--- config.mk ---
export PLATFORM = sky130hd
export DESIGN_NAME = miriscv_lsu_req_stage_flat
export DESIGN_NICKNAME = d
export VERILOG_FILES = /design/src/rtl/miriscv_lsu_pkg.sv /design/src/rtl/miriscv_lsu_req_stage_if.sv /design/src/rtl/miriscv_lsu_be_gen.sv /design/src/rtl/miriscv_lsu_req_stage.sv /design/src/flat_wrapper.sv
export SDC_FILE = /design/constraint.sdc
export NUM_CORES = 1
export LEC_CHECK = 0
export BUFFER_PORTS_ARGS = -buffer_cell sky130_fd_sc_hd__buf_4
export CORE_ASPECT_RATIO = 0.6
export CORE_MARGIN = 10
export CORE_UTILIZATION = 43
export CTS_CLUSTER_SIZE = 8
export DETAILED_ROUTE_END_ITERATION = 10
export PLACE_DENSITY = 0.73
export SYNTH_ARGS = -nofsm -noshare
export SYNTH_HDL_FRONTEND = slang
export SYNTH_SLANG_ARGS = --single-unit
--- constraint.sdc ---
create_clock -name clk_i -period 1.7 [get_ports clk_i]
set_clock_uncertainty 0.2 [all_clocks]
set_input_delay 0.34 -clock clk_i [delete_from_list [all_inputs] [get_ports clk_i]]
set_output_delay 0.34 -clock clk_i [all_outputs]
set_load 0.05 [all_outputs]
--- src/rtl/miriscv_lsu_pkg.sv ---
// Shared types and constants for the LSU request stage.
package miriscv_lsu_pkg;

   localparam int unsigned XLEN         = 32;
   localparam int unsigned BE_W         = XLEN / 8;
   localparam int unsigned MEM_ACCESS_W = 3;

   // Access sizes follow the load/store funct3 encoding
   localparam logic [MEM_ACCESS_W-1:0] MEM_ACCESS_BYTE  = 3'b000;
   localparam logic [MEM_ACCESS_W-1:0] MEM_ACCESS_HALF  = 3'b001;
   localparam logic [MEM_ACCESS_W-1:0] MEM_ACCESS_WORD  = 3'b010;
   localparam logic [MEM_ACCESS_W-1:0] MEM_ACCESS_UBYTE = 3'b100;
   localparam logic [MEM_ACCESS_W-1:0] MEM_ACCESS_UHALF = 3'b101;

   typedef enum logic [1:0] {
      LSU_IDLE,
      LSU_REQ,
      LSU_RESP
   } lsu_req_state_e;

   typedef struct packed {
      logic            we;
      logic [BE_W-1:0] be;
      logic [XLEN-1:0] addr;
      logic [XLEN-1:0] wdata;
   } lsu_req_t;

endpackage

--- src/rtl/miriscv_lsu_req_stage_if.sv ---
// Request/response signals between the LSU and the data memory.
interface miriscv_lsu_req_stage_if import miriscv_lsu_pkg::*; ();

   logic            data_req;
   logic            data_we;
   logic [BE_W-1:0] data_be;
   logic [XLEN-1:0] data_addr;
   logic [XLEN-1:0] data_wdata;
   logic            data_gnt;
   logic            data_rvalid;

   modport master (
      output data_req, data_we, data_be, data_addr, data_wdata,
      input  data_gnt, data_rvalid
   );

   modport slave (
      input  data_req, data_we, data_be, data_addr, data_wdata,
      output data_gnt, data_rvalid
   );

endinterface

--- src/rtl/miriscv_lsu_be_gen.sv ---
// Byte-enable, store-data lane alignment and misalignment detection.
module miriscv_lsu_be_gen
   import miriscv_lsu_pkg::*;
(
   input  logic [MEM_ACCESS_W-1:0] size_i,
   input  logic [1:0]              offs_i,
   input  logic [XLEN-1:0]         wdata_i,
   output logic [BE_W-1:0]         be_o,
   output logic [XLEN-1:0]         wdata_o,
   output logic                    misaligned_o
);

   always_comb begin
      be_o         = '0;
      misaligned_o = 1'b0;
      case (size_i)
         MEM_ACCESS_BYTE, MEM_ACCESS_UBYTE: begin
            be_o = BE_W'(1) << offs_i;
         end
         MEM_ACCESS_HALF, MEM_ACCESS_UHALF: begin
            be_o         = BE_W'(3) << offs_i;
            misaligned_o = (offs_i == 2'b11);
         end
         MEM_ACCESS_WORD: begin
            be_o         = '1;
            misaligned_o = (offs_i != 2'b00);
         end
         default: ;
      endcase
      wdata_o = wdata_i << {offs_i, 3'b000};
   end

endmodule

--- src/rtl/miriscv_lsu_req_stage.sv ---
// Execute-stage data memory request initiator: issues one load/store at a
// time, holds it until granted and tracks it until its response returns.
module miriscv_lsu_req_stage
   import miriscv_lsu_pkg::*;
(
   input  logic                    clk_i,
   input  logic                    arstn_i,
   input  logic                    e_valid_i,
   input  logic                    e_mem_req_i,
   input  logic                    e_mem_we_i,
   input  logic [MEM_ACCESS_W-1:0] e_mem_size_i,
   input  logic [XLEN-1:0]         e_mem_addr_i,
   input  logic [XLEN-1:0]         e_mem_wdata_i,
   input  logic                    cu_stall_e_i,
   input  logic                    cu_kill_e_i,
   output logic                    lsu_stall_req_o,
   output logic                    lsu_misaligned_o,
   output logic                    lsu_rvalid_o,
   miriscv_lsu_req_stage_if.master data_if
);

   lsu_req_state_e  state_q, state_d;
   lsu_req_t        req_q, req_d, req_new;
   logic            issued_q, issued_d;
   logic            drop_q, drop_d;
   logic [BE_W-1:0] be;
   logic [XLEN-1:0] wdata_al;
   logic            misaligned;
   logic            accept;

   miriscv_lsu_be_gen u_be_gen (
      .size_i       (e_mem_size_i),
      .offs_i       (e_mem_addr_i[1:0]),
      .wdata_i      (e_mem_wdata_i),
      .be_o         (be),
      .wdata_o      (wdata_al),
      .misaligned_o (misaligned)
   );

   assign lsu_misaligned_o = e_valid_i & e_mem_req_i & misaligned;
   assign accept = e_valid_i & e_mem_req_i & ~cu_kill_e_i & ~misaligned & ~issued_q;

   always_comb begin
      req_new.we    = e_mem_we_i;
      req_new.be    = be;
      req_new.addr  = {e_mem_addr_i[XLEN-1:2], 2'b00};
      req_new.wdata = e_mem_we_i ? wdata_al : '0;
   end

   always_comb begin
      state_d         = state_q;
      req_d           = req_q;
      lsu_stall_req_o = 1'b0;
      case (state_q)
         LSU_IDLE: begin
            lsu_stall_req_o = accept;
            if (accept) begin
               state_d = LSU_REQ;
               req_d   = req_new;
            end
         end
         LSU_REQ: begin
            lsu_stall_req_o = ~data_if.data_gnt;
            if (data_if.data_gnt) begin
               state_d = LSU_RESP;
            end
         end
         LSU_RESP: begin
            lsu_stall_req_o = accept;
            if (data_if.data_rvalid) begin
               if (accept) begin
                  state_d = LSU_REQ;
                  req_d   = req_new;
               end else begin
                  state_d = LSU_IDLE;
               end
            end
         end
         default: state_d = LSU_IDLE;
      endcase
   end

   // issued_q only survives while E is held, so a stalled E never re-issues
   always_comb begin
      issued_d = cu_stall_e_i & (issued_q | ((state_q == LSU_REQ) & data_if.data_gnt));
   end

   // A killed request still goes out; its response is swallowed instead
   always_comb begin
      drop_d = drop_q;
      if ((state_q == LSU_RESP) && data_if.data_rvalid) begin
         drop_d = 1'b0;
      end
      if ((state_q == LSU_REQ) && cu_kill_e_i) begin
         drop_d = 1'b1;
      end
   end

   always_ff @(posedge clk_i or negedge arstn_i) begin
      if (!arstn_i) begin
         state_q  <= LSU_IDLE;
         req_q    <= '0;
         issued_q <= 1'b0;
         drop_q   <= 1'b0;
      end else begin
         state_q  <= state_d;
         req_q    <= req_d;
         issued_q <= issued_d;
         drop_q   <= drop_d;
      end
   end

   assign lsu_rvalid_o       = data_if.data_rvalid & ~drop_q & (state_q == LSU_RESP);
   assign data_if.data_req   = (state_q == LSU_REQ);
   assign data_if.data_we    = req_q.we;
   assign data_if.data_be    = req_q.be;
   assign data_if.data_addr  = req_q.addr;
   assign data_if.data_wdata = req_q.wdata;

endmodule

--- src/flat_wrapper.sv ---
// flat-port wrapper written by rule: the top's interface ports become plain ports
module miriscv_lsu_req_stage_flat import miriscv_lsu_pkg::*;
  (clk_i, arstn_i, e_valid_i, e_mem_req_i, e_mem_we_i, e_mem_size_i, e_mem_addr_i, e_mem_wdata_i, cu_stall_e_i, cu_kill_e_i, lsu_stall_req_o, lsu_misaligned_o, lsu_rvalid_o, data_if_data_req, data_if_data_we, data_if_data_be, data_if_data_addr, data_if_data_wdata, data_if_data_gnt, data_if_data_rvalid);
  miriscv_lsu_req_stage_if data_if_i ();
  input  logic clk_i;
  input  logic arstn_i;
  input  logic e_valid_i;
  input  logic e_mem_req_i;
  input  logic e_mem_we_i;
  input  logic [MEM_ACCESS_W-1:0] e_mem_size_i;
  input  logic [XLEN-1:0] e_mem_addr_i;
  input  logic [XLEN-1:0] e_mem_wdata_i;
  input  logic cu_stall_e_i;
  input  logic cu_kill_e_i;
  output logic lsu_stall_req_o;
  output logic lsu_misaligned_o;
  output logic lsu_rvalid_o;
  output wire logic [$bits(data_if_i.data_req)-1:0] data_if_data_req;
  output wire logic [$bits(data_if_i.data_we)-1:0] data_if_data_we;
  output wire logic [$bits(data_if_i.data_be)-1:0] data_if_data_be;
  output wire logic [$bits(data_if_i.data_addr)-1:0] data_if_data_addr;
  output wire logic [$bits(data_if_i.data_wdata)-1:0] data_if_data_wdata;
  input wire logic [$bits(data_if_i.data_gnt)-1:0] data_if_data_gnt;
  input wire logic [$bits(data_if_i.data_rvalid)-1:0] data_if_data_rvalid;
  assign data_if_data_req = data_if_i.data_req;
  assign data_if_data_we = data_if_i.data_we;
  assign data_if_data_be = data_if_i.data_be;
  assign data_if_data_addr = data_if_i.data_addr;
  assign data_if_data_wdata = data_if_i.data_wdata;
  assign data_if_i.data_gnt = data_if_data_gnt;
  assign data_if_i.data_rvalid = data_if_data_rvalid;
  miriscv_lsu_req_stage u_core (.clk_i(clk_i), .arstn_i(arstn_i), .e_valid_i(e_valid_i), .e_mem_req_i(e_mem_req_i), .e_mem_we_i(e_mem_we_i), .e_mem_size_i(e_mem_size_i), .e_mem_addr_i(e_mem_addr_i), .e_mem_wdata_i(e_mem_wdata_i), .cu_stall_e_i(cu_stall_e_i), .cu_kill_e_i(cu_kill_e_i), .lsu_stall_req_o(lsu_stall_req_o), .lsu_misaligned_o(lsu_misaligned_o), .lsu_rvalid_o(lsu_rvalid_o), .data_if(data_if_i));
endmodule
# ---- After elaboration in Yosys (flattened, before gate mapping)
# Cells that the tools add are included.
dict set report word_totals {
  elab_cells 61
  ff_bits 73
  out_inout_bits 73
}
dict set report classes {
  n_reduce_logical 12
  n_shift 3
  muxes 14
  eq_ne 10
  n_bitwise 15
}
# cell count
set op_table {}
lappend op_table {{69-bit two-way mux} 2}
lappend op_table {{69-bit case mux with 2 select lines} 1}
lappend op_table {{32-bit two-way mux} 1}
lappend op_table {{32-bit by 5-bit << shifter with 32-bit output} 1}
lappend op_table {{4-bit case mux with 3 select lines} 1}
lappend op_table {{1-bit bitwise AND} 9}
lappend op_table {{3-bit equality test, second input constant} 2}
lappend op_table {{2-bit two-way mux} 3}
lappend op_table {{2-bit case mux with 3 select lines} 1}
lappend op_table {{2-bit nonzero test} 3}
lappend op_table {{2-bit OR reduction} 3}
lappend op_table {{1-bit NOT} 5}
lappend op_table {{2-bit equality test, second input constant} 2}
lappend op_table {{2-bit by 1-bit inequality test with 1-bit output, second input constant} 2}
lappend op_table {{1-bit case mux with 2 select lines} 2}
lappend op_table {{1-bit by 2-bit << shifter with 4-bit output, first input constant} 1}
lappend op_table {{2-bit by 2-bit << shifter with 4-bit output, first input constant} 1}
lappend op_table {{3-bit by 1-bit equality test with 1-bit output, second input constant} 1}
lappend op_table {{3-bit by 2-bit equality test with 1-bit output, second input constant} 1}
lappend op_table {{3-bit logical NOT} 1}
lappend op_table {{1-bit two-way mux} 3}
lappend op_table {{3-bit AND reduction} 1}
lappend op_table {{2-bit by 1-bit equality test with 1-bit output, second input constant} 1}
lappend op_table {{1-bit logical AND} 2}
lappend op_table {{4 further kinds} 4}

# ---- Depth between registers and ports, before layout
# Gate-level depths: netlist of run 1.
dict set report logic_depth {
  ltp_word 9
  ltp_mapped 7
  ltp_nobuf 4
}

# ---- Hierarchy
# Synthesis of run 1 repeated with hierarchy kept, for this count alone.
dict set report unflattened {
  hier_cells 310
  area_unflattened_um2 3593.4
}
# module area_each_um2 seq_area_each_um2 instances cells_per_inst
set by_module_without_submodules {}
lappend by_module_without_submodules {miriscv_lsu_req_stage 2987.9 1776.7 1 235}
lappend by_module_without_submodules {miriscv_lsu_be_gen 605.6 0.0 1 75}

# ---- Least setup slack after synthesis of run 1
# OpenSTA, ideal clock, no wires.
dict set report synth_timing {
  path_type {flip-flop to output port}
  start {register u_core.state_q[0]}
  end {output lsu_stall_req_o}
  stages_incl_launch_ff 3
  required_ns 1.160
  arrival_time_ns 1.780
  setup_slack_ns -0.620
  n_path_buf 0
  path_cell_list {dfrtp_1 -> nor2b_1 -> a22o_1}
}
dict set report synth_between {
  elab_cells_between_ends 5
  cone_classes {eq/ne (2); mux (1); reduce/logical (2)}
}
# element line_no
set synth_rtl {}
lappend synth_rtl {{start, declared} miriscv_lsu_req_stage.sv:22} ;# lsu_req_state_e state_q, state_d;
lappend synth_rtl {{start signal, assigned} miriscv_lsu_req_stage.sv:106} ;# state_q <= state_d;
lappend synth_rtl {{2-bit by 1-bit equality test with 1-bit output} n/a}
lappend synth_rtl {{named net data_if_data_req} flat_wrapper.sv:18} ;# output wire logic [$bits(data_if_i.data_req)-1:0] data_if_data_req;
lappend synth_rtl {{1-bit case mux with 2 select lines} miriscv_lsu_req_stage.sv:54} ;# case (state_q)
lappend synth_rtl {{end, declared} flat_wrapper.sv:15} ;# output logic lsu_stall_req_o;
# The timed path passes the listed nets, and every way through them passes these cells.

# ---- Worst setup path in the final report of run 1
dict set report layout_timing {
  start {register u_core.state_q[0]}
  end {output lsu_stall_req_o}
}
dict set report layout_between {
  elab_chain_cells 3
  elab_cells_between_ends 5
  cone_classes {eq/ne (2); mux (1); reduce/logical (2)}
}
# element line_no
set layout_lines {}
lappend layout_lines {{2-bit equality test / 2-bit logical NOT (equally long branches)} miriscv_lsu_req_stage.sv:54}
lappend layout_lines {{2-bit OR reduction (no line)} n/a}
lappend layout_lines {{1-bit case mux with 2 select lines *} miriscv_lsu_req_stage.sv:54}
# Mark *: on every way between the ends. The rest lies on a longest branch, timed or not.

==> results_dict.tcl, run 1 <==
set metrics [dict create \
    crit_path_start "u_core.state_q[0]" \
    switchingPower_mw 3.19 \
    outcome "finished with violations" \
    p_sw_share_pct 40.2 \
    synth-async-reset-ratio_pct 100 \
    drt-pass1-iter-count 5 \
    synth_top_cell_area_share_pct 51.8 \
    antenna_cells 0 \
    ys.flop_type "dfrtp_1" \
    stdcell_count 587 \
    die_w_um 135 \
    crit_type "flip-flop to primary output" \
    max_freq_ghz 0.500 \
    regArea_um2 1780 \
    placed_cells 557 \
    hold_viol_final 0 \
    crit_chain "buf_4, nor2b_4, a22o_4, buf_8" \
    viasPerCell 4.89 \
    arrival_ps 1460 \
    final_layout_size_suffix_gt1_share_pct 54.9 \
    fin_crit_sh_pct 118 \
    grt_pass1_wl_mm 16.5 \
    gp_congestion 0.853 \
    holdWs_ps 35.0 \
    finalSetupViolCount 71 \
    synth.distinct_cells 30 \
    critPathMaxFanout 4 \
    core_um2 7820 \
    vias 2869 \
    pwr-share-seq_pct 30.3 \
    clockPowerShare_pct 25.7 \
    grt-ovfl-total 0 \
    grt_max_degree 72 \
    synthTopCellsByArea "dfrtp_1 52%, mux2_2 15%, mux2i_1 12%" \
    n_fill_cell 573 \
    crit-reg2reg-launch "u_core.issued_q" \
    grt_pass1_vias 3123 \
    p_leak_nw 2.94 \
    htreeDepth 3 \
    fin_nets 550 \
    multiInputGateArea_um2 1570 \
    utilization_pct 70.6 \
    pre_cts_ws_ps -423 \
    cts_root_buffer "clkbuf_16" \
    avgSynthCellArea_um2 11.7 \
    worstHoldStart "data_if_data_gnt" \
    area_growth_pct 61.1 \
    cpPeakStageDelay_ps 400 \
    routed_wl_mm 10.5 \
    cpMaxStageDelayCell "dfrtp_1" \
    crit_path_end_kind "primary output" \
    violations "negative setup slack" \
    synth-edff-count 0 \
    dieArea_um2 12100 \
    period_minus_slack_ps 2000 \
    insertion_delay_ps 330 \
    cap_viol_max_count 0 \
    drc 0 \
    dp_hpwl_mm 7.75 \
    clockBufferDepth 2 \
    internal_power_mw 4.74 \
    yosys_register_bits 71 \
    yosysSeqAreaShare_pct 51.8 \
    ir_drop_mv 0.999 \
    clk_pin_slew_worst_paths_ps 50 \
    comb_power_share_pct 44.0 \
    power_mw 7.93 \
    ios 149 \
    yosys.area.top_type "dfrtp_1" \
    placementRows 25 \
    fin_ws_ps -300 \
    drtAntennaViolNets 0 \
    final_max_slew_viol_count 0 \
    drt-wirelength-per-cell_um 17.9 \
    powerDensity_nw_per_um2 1440 \
    numPortBuffers 146 \
    syn-cell-area_um2 3430 \
    cts_tree "built" \
    antenna_found_initial 0 \
    cts.sinks 71 \
    start_util_pct 43.8 \
    yosys_warnings 0 \
    track_usage_pct 17.5 \
    rsz0062_at_grt "yes" \
    cts_made_buffers 9 \
    cp.required_ps 1160 \
    drt_iter0_markers 159 \
    die_y_um 89.2 \
    worstSetupStartpointType "flip-flop" \
    syn_inst 293 \
    hold_path.class "input port to flip-flop" \
]
## Yosys cell counts, types with 2 or more instances
library cell  instances
clkbuf_1              6
mux2i_1              40
mux2_2               45
o2bb2ai_1             4
buf_2                 6
inv_1                27
o21ai_0               3
mux2_4                6
o31ai_1               3
a21oi_1               4
o22ai_1               2
nor2b_1               4
o211ai_1              8
buf_1                 3
nor2_1               15
and2_1                3
buf_4                 3
nand2_1              29
dfrtp_1              71
## metal layers
metal / wire, um / vias up / global-route usage, %
li1: - / 1359 / -
met1: 4520 / 1391 / 21.2
met2: 4580 / 114 / 25.4
met3: 1390 / 5 / 11.1
met4: 33 / 0 / 4.38
met5: 0 / - / 0
## final timing paths
check | endpoint | slack (ps) | cells after the start
setup / recovery | lsu_stall_req_o | -300 | 4
hold / removal | u_core.state_q[1] | 40 | 3
setup reg to reg | u_core.data_if.data_wdata[15] | -270 | 7
hold reg to reg | u_core.data_if.data_wdata[9] | 310 | 1
max in group asynchronous | u_core.data_if.data_addr[4] | 620 | 3
min in group asynchronous | u_core.data_if.data_wdata[20] | 370 | 3
## power by group through the flow
stage / clock network (mW) / logic (mW) / registers [mW]
after floorplan: 0 / 0.650 / 3.94
after global placement: 0 / 3.35 / 2.40
after detailed placement: 0 / 3.39 / 2.41
after CTS: 2.08 / 3.53 / 2.40
after global routing: 2.16 / 3.67 / 2.45
final: 2.04 / 3.49 / 2.40
## cell type report
cell class / instances / share of cell area, %
sequential: 71 / 32.2
timing repair buffer: 188 / 29.2
multi-input combinational: 177 / 28.4
clock buffer: 13 / 4.71
tap: 108 / 2.45
inverter: 27 / 1.84
clock inverter: 3 / 1.18
## timing repair
action	in CTS	in global routing
hold buffers	1	0
gates resized for setup	39	9
buffers inserted	9	2
pin swaps	3	6
gates cloned	4	1
hold endpoints to repair	71	0
endpoints found under the setup margin	58	71
## sequential cells by signal, summed over array words and instances, names as in the netlist
name	cells
u_core.data_if.data_addr	30
u_core.state_q	2
u_core.data_if.data_wdata	32
u_core.drop_q	1
u_core.data_if.data_be	4
u_core.issued_q	1
u_core.data_if.data_we	1
## through the flow
stage | TNS (ps) | area (um^2)
after floorplan | -15140 | 3460
after global placement | -17910 | 4850
final | -12970 | 5520
after global routing | -19090 | 5520
after CTS | -12760 | 5520
after detailed placement | -21680 | 4850
## cell families (layout without fill, tap and decap cells)
kind of cell    count (synthesis)  count (layout)  synth area share, %
flops                          71              71                 51.8
buf+inv                        46             231                 5.80
mux                            91              91                 29.1
simple gates                   58              58                 7.66
compound gates                 26              26                 5.51
other cells                     1               2                0.109
## cell usage in the layout (no fill, tap or decap), drive strengths merged, types with 2 or more instances in the layout
| cell | instances |
|---|---|
| mux2 | 51 |
| o211ai | 8 |
| buf | 186 |
| nand2 | 29 |
| clkbuf | 14 |
| o2bb2ai | 4 |
| bufinv | 2 |
| a21oi | 4 |
| mux2i | 40 |
| o22ai | 2 |
| conb | 2 |
| inv | 27 |
| nor2 | 15 |
| and2 | 3 |
| o31ai | 3 |
| nor2b | 4 |
| o21ai | 3 |
| dfrtp | 71 |
## worst max-delay path, delay by kind of cell (launching register included)
family / cells / cell delay [ps]
flops: 1 / 400
simple gates: 1 / 140
buf+inv: 2 / 310
compound gates: 1 / 270
No activity file was read; power rests on OpenSTA's default activity.
==> run 2: changes to the inputs <==
REMOVE_ABC_BUFFERS = 1   (was not set)
SETUP_SLACK_MARGIN = 0.05   (was not set)
==> run 2 against run 1 <==
Net effect:
- the run still ends with negative setup slack left
- final cell count up 1.2%
- non-clock buffer count up 6
- flip-flop and latch count unchanged
==> results_dict.tcl, run 2 (synthesis results as in run 1) <==
set metrics [dict create \
    outcome "finished with violations" \
    violations "negative setup slack" \
    placementRows 25 \
    arrival_ps 1490 \
    gp_congestion 0.793 \
    powerDensity_nw_per_um2 1410 \
    p_leak_nw 2.89 \
    r2r_end "u_core.data_if.data_addr[16]" \
    cts_root_buffer "clkbuf_16" \
    area_growth_pct 60.8 \
    htreeDepth 3 \
    hold_viol_final 0 \
    crit_path_end_kind "primary output" \
    dp_hpwl_mm 7.77 \
    power_mw 7.77 \
    ir_drop_mv 1.21 \
    drt-wirelength-per-cell_um 17.9 \
    cp.required_ps 1160 \
    multiInputGateArea_um2 1550 \
    min_path_cells 3 \
    crit_type "flip-flop to primary output" \
    antenna_found_initial 0 \
    grt_pass1_vias 3049 \
    ff2ff_path_depth 6 \
    insertion_delay_ps 320 \
    hold_end "u_core.state_q[1]" \
    ios 149 \
    fin_crit_sh_pct 120 \
    start_util_pct 43.8 \
    cts.sinks 71 \
    grt_max_degree 72 \
    regArea_um2 1780 \
    holdWs_ps 35.1 \
    vias 2900 \
    worstSetupStartpointType "flip-flop" \
    cts_made_buffers 9 \
    drt_iter0_markers 129 \
    rsz0062_at_grt "yes" \
    cap_viol_max_count 0 \
    grt_pass1_wl_mm 16.5 \
    worst-r2r-setup-slack_ps -290 \
    viasPerCell 4.88 \
    cp_top_family "flip-flops" \
    hold_path.class "input port to flip-flop" \
    antenna_cells 0 \
    die_w_um 135 \
    grt-ovfl-total 0 \
    routed_wl_mm 10.6 \
    drt-pass1-iter-count 4 \
    clk_pin_slew_worst_paths_ps 50 \
    final_max_slew_viol_count 0 \
    drtAntennaViolNets 0 \
    worstHoldStart "data_if_data_gnt" \
    final_common_cell "buf_4" \
    core_um2 7820 \
    finalSetupViolCount 71 \
    period_minus_slack_ps 2030 \
    cts_tree "built" \
    final_layout_size_suffix_gt1_share_pct 55.6 \
    clockBufferDepth 2 \
    largest_reg_flops 32 \
    finalSetupTns_ps -14150 \
    n_fill_cell 603 \
    track_usage_pct 17.6 \
    crit-reg2reg-launch "u_core.issued_q" \
    cpMaxStageDelayCell "dfrtp_1" \
    path_buf_inv 2 \
    fin_nets 557 \
    final_cell_mix "169 x buf_4, 70 x dfrtp_1, 45 x mux2_2, 40 x mux2i_1, 29 x nand2_1" \
    max_freq_ghz 0.492 \
    numPortBuffers 146 \
    fin_ws_ps -333 \
    drc 0 \
    critPathMaxFanout 2 \
    dieArea_um2 12100 \
    die_y_um 89.2 \
    crit_chain "nor4_4, buf_4, a22o_1, buf_6" \
    cpPeakStageDelay_ps 400 \
]
[run 2: worst max path at each step]
stage	startpoint	end	cells after the start
finish	u_core.issued_q	lsu_stall_req_o	4
global route	u_core.issued_q	lsu_stall_req_o	4
CTS	u_core.issued_q	lsu_stall_req_o	4
detailed placement	e_mem_size_i[0]	u_core.data_if.data_wdata[13]	7
global placement	e_mem_size_i[0]	u_core.data_if.data_addr[22]	7
floorplan	u_core.state_q[0]	u_core.data_if.data_addr[14]	3
[run 2: timing repair]
action                     CTS  global route
buffers inserted            12             3
hold endpoints to repair    71             0
cloned                       2             0
setup endpoints to repair   71            71
pin swaps                    5             2
gates resized for setup     22            13
hold buffers                 1             0
[run 2: area by class of cell]
cell class | instances | area share [%]
Multi-Input combinational cell | 178 | 28.1
Clock buffer | 13 | 4.90
Timing Repair Buffer | 194 | 29.7
Sequential cell | 71 | 32.3
Clock inverter | 3 | 0.726
Inverter | 27 | 1.84
Tap cell | 108 | 2.45
[run 2: worst register-to-register path: stages (launching register included)]
cell and delay, ps:
dfrtp_1 400, nor4_4 280, buf_4 160, buf_4 130
nand3_4 170, buf_12 210, mux2_4 300
[run 2: per-layer routing]
| layer | global-route usage, % | up-vias | routed length (um) |
|---|---|---|---|
| met5 | 0 | - | 0 |
| met4 | 5.06 | 0 | 51 |
| met3 | 9.15 | 4 | 1080 |
| met2 | 26.2 | 109 | 4810 |
| met1 | 21.9 | 1412 | 4690 |
| li1 | - | 1375 | - |
[run 2: per-stage QoR]
| stage | instances | setup WS (ps) | area (um^2) | utilization, % |
|---|---|---|---|---|
| 2_1_floorplan | 275 | -1240 | 3330 | - |
| 3_3_place_gp | 560 | -345 | 4870 | 62.3 |
| 3_5_place_dp | 560 | -391 | 4870 | 62.3 |
| 4_1_cts | 591 | -307 | 5440 | 69.5 |
| 5_1_grt | 594 | -419 | 5510 | 70.5 |
| 6_report | 594 | -333 | 5510 | 70.5 |
[run 2: report_power, final]
group	internal (mW)	switching, mW	total, mW
Sequential	2.14	0.269	2.41
Clock	1.25	0.659	1.91
Combinational	1.21	2.24	3.45
==> run 3: changes to the inputs <==
RECOVER_POWER = 25   (was not set)
==> run 3 against run 2 <==
Net effect:
- the flow still finishes with violations (negative setup slack)
- non-clock buffer count stayed put
- sequential power barely moved
- final cell count unchanged
- utilization is 0.11 points lower
- maximum frequency barely moved
- worst hold slack barely moved
- design area is 0.16% lower
==> results_dict.tcl, run 3 (synthesis results as in run 1) <==
set metrics [dict create \
    path_buf_inv 2 \
    dieArea_um2 12100 \
    cts_tree "built" \
    cts_made_buffers 9 \
    cpMaxStageDelayCell "dfrtp_1" \
    dp_hpwl_mm 7.77 \
    start_util_pct 43.8 \
    hold_path.class "input port to flip-flop" \
    drt-pass1-iter-count 4 \
    ios 149 \
    arrival_ps 1490 \
    p_sw_share_pct 40.8 \
    htreeDepth 3 \
    cap_viol_max_count 0 \
    cts_root_buffer "clkbuf_16" \
    drt-wirelength-per-cell_um 17.9 \
    powerDensity_nw_per_um2 1410 \
    switchingPower_mw 3.17 \
    hold_viol_final 0 \
    period_minus_slack_ps 2030 \
    violations "negative setup slack" \
    final_cell_mix "168 x buf_4, 70 x dfrtp_1, 45 x mux2_2, 40 x mux2i_1, 29 x nand2_1" \
    placementRows 25 \
    critPathMaxFanout 2 \
    final_max_slew_viol_count 0 \
    crit_type "flip-flop to primary output" \
    die_y_um 89.2 \
    pre_cts_ws_ps -391 \
    rsz0062_at_grt "yes" \
    cts.sinks 71 \
    drt_iter0_markers 132 \
    antenna_cells 0 \
    crit_chain "nor4_4, buf_4, a22o_1, buf_6" \
    crit_path_end_kind "primary output" \
    antenna_found_initial 0 \
    grt_pass1_vias 3049 \
    finalSetupViolCount 71 \
    clk_pin_slew_worst_paths_ps 50 \
    final_common_cell "buf_4" \
    use_met2_pct 26.2 \
    fin_ws_ps -332 \
    largest_reg_flops 32 \
    clockBufferDepth 2 \
    viasPerCell 4.89 \
    final_layout_size_suffix_gt1_share_pct 55.6 \
    drc 0 \
    numPortBuffers 146 \
    use_met1_pct 21.9 \
    insertion_delay_ps 320 \
    outcome "finished with violations" \
    p_leak_nw 2.89 \
    worst_pin_slew_ps 650 \
    pwr-share-seq_pct 31.1 \
    cpPeakStageDelay_ps 400 \
    max_freq_ghz 0.492 \
    core_um2 7820 \
    fin_crit_sh_pct 120 \
    grt_pass1_wl_mm 16.5 \
    finalSetupTns_ps -14100 \
    comb_power_share_pct 44.4 \
    cp.required_ps 1160 \
    grt-ovfl-total 0 \
    ir_drop_mv 1.21 \
    area_growth_pct 60.5 \
    clockPowerShare_pct 24.6 \
    slew_headroom_pct 56.7 \
    grtUsageMet3_pct 9.15 \
    routed_wl_mm 10.6 \
    cp_top_family "flip-flops" \
    fin_nets 557 \
    track_usage_pct 17.6 \
    grt_max_degree 72 \
    drtAntennaViolNets 0 \
    die_w_um 135 \
    internal_power_mw 4.60 \
    busiest_layer "met2" \
    vias 2907 \
    worstSetupStartpointType "flip-flop" \
    gp_congestion 0.793 \
]
## run 3: changes by cell type in the layout (fill, tap and decap cells not counted)
cell      delta
clkbuf_4     +1
buf_4        -1
buf_6        +1
buf_12       -1
## run 3: path summary, 6_finish.rpt
check	start	end	slack, ps	depth (start not counted)
worst max register to register	u_core.issued_q	u_core.data_if.data_addr[16]	-290	6
worst max-delay path	u_core.issued_q	lsu_stall_req_o	-330	4
min in group asynchronous	arstn_i	u_core.state_q[0]	470	3
worst min register to register	u_core.data_if.data_addr[28]	u_core.data_if.data_addr[28]	300	1
max in group asynchronous	arstn_i	u_core.data_if.data_addr[9]	350	3
worst min-delay path	data_if_data_gnt	u_core.state_q[1]	40	3
## run 3: timing repair
action / 4_1_cts / 5_1_grt
gates cloned: 2 / 0
endpoints found under the setup margin: 71 / 71
pin swaps: 5 / 2
setup buffers: 12 / 3
resized for setup: 22 / 13
endpoints found under the hold margin: 71 / 0
hold buffers: 1 / 0
## run 3: cell type report
cell class	instances	area, um^2
multi-input cells	178	1550
clock buffers	13	270
clock inverters	3	40.0
repair buffers	194	1630
flip-flops and latches	71	1780
fillers	603	2320
well taps	108	135
inverters	27	101
## run 3: routing by layer
layer  wire (um)  up-vias
li1            -     1374
met1        4710     1418
met2        4800      111
met3        1070        4
met4          51        0
met5           0        -
## run 3: power by group through the flow
stage / clock (mW) / combinational [mW] / sequential (mW)
global placement: 0 / 3.34 / 2.40
CTS: 1.96 / 3.45 / 2.41
global route: 2.04 / 3.62 / 2.47
floorplan: 0 / 0.611 / 3.94
detailed placement: 0 / 3.38 / 2.42
finish: 1.91 / 3.44 / 2.41
## run 3: per-stage QoR
stage	power, mW	instances	hold WS [ps]	utilization [%]	cell area, um^2
3_3_place_gp	5.75	560	178	62.3	4870
5_1_grt	8.13	594	30.6	70.4	5500
4_1_cts	7.82	591	27.1	69.5	5440
2_1_floorplan	4.55	275	-156	-	3330
3_5_place_dp	5.80	560	178	62.3	4870
6_report	7.76	594	35.2	70.4	5500
## run 3: worst register-to-register path: stages, from the launching register on
cell,delay [ps]
dfrtp_1,400
nor4_4,280
buf_4,160
buf_4,130
nand3_4,170
buf_12,210
mux2_4,300
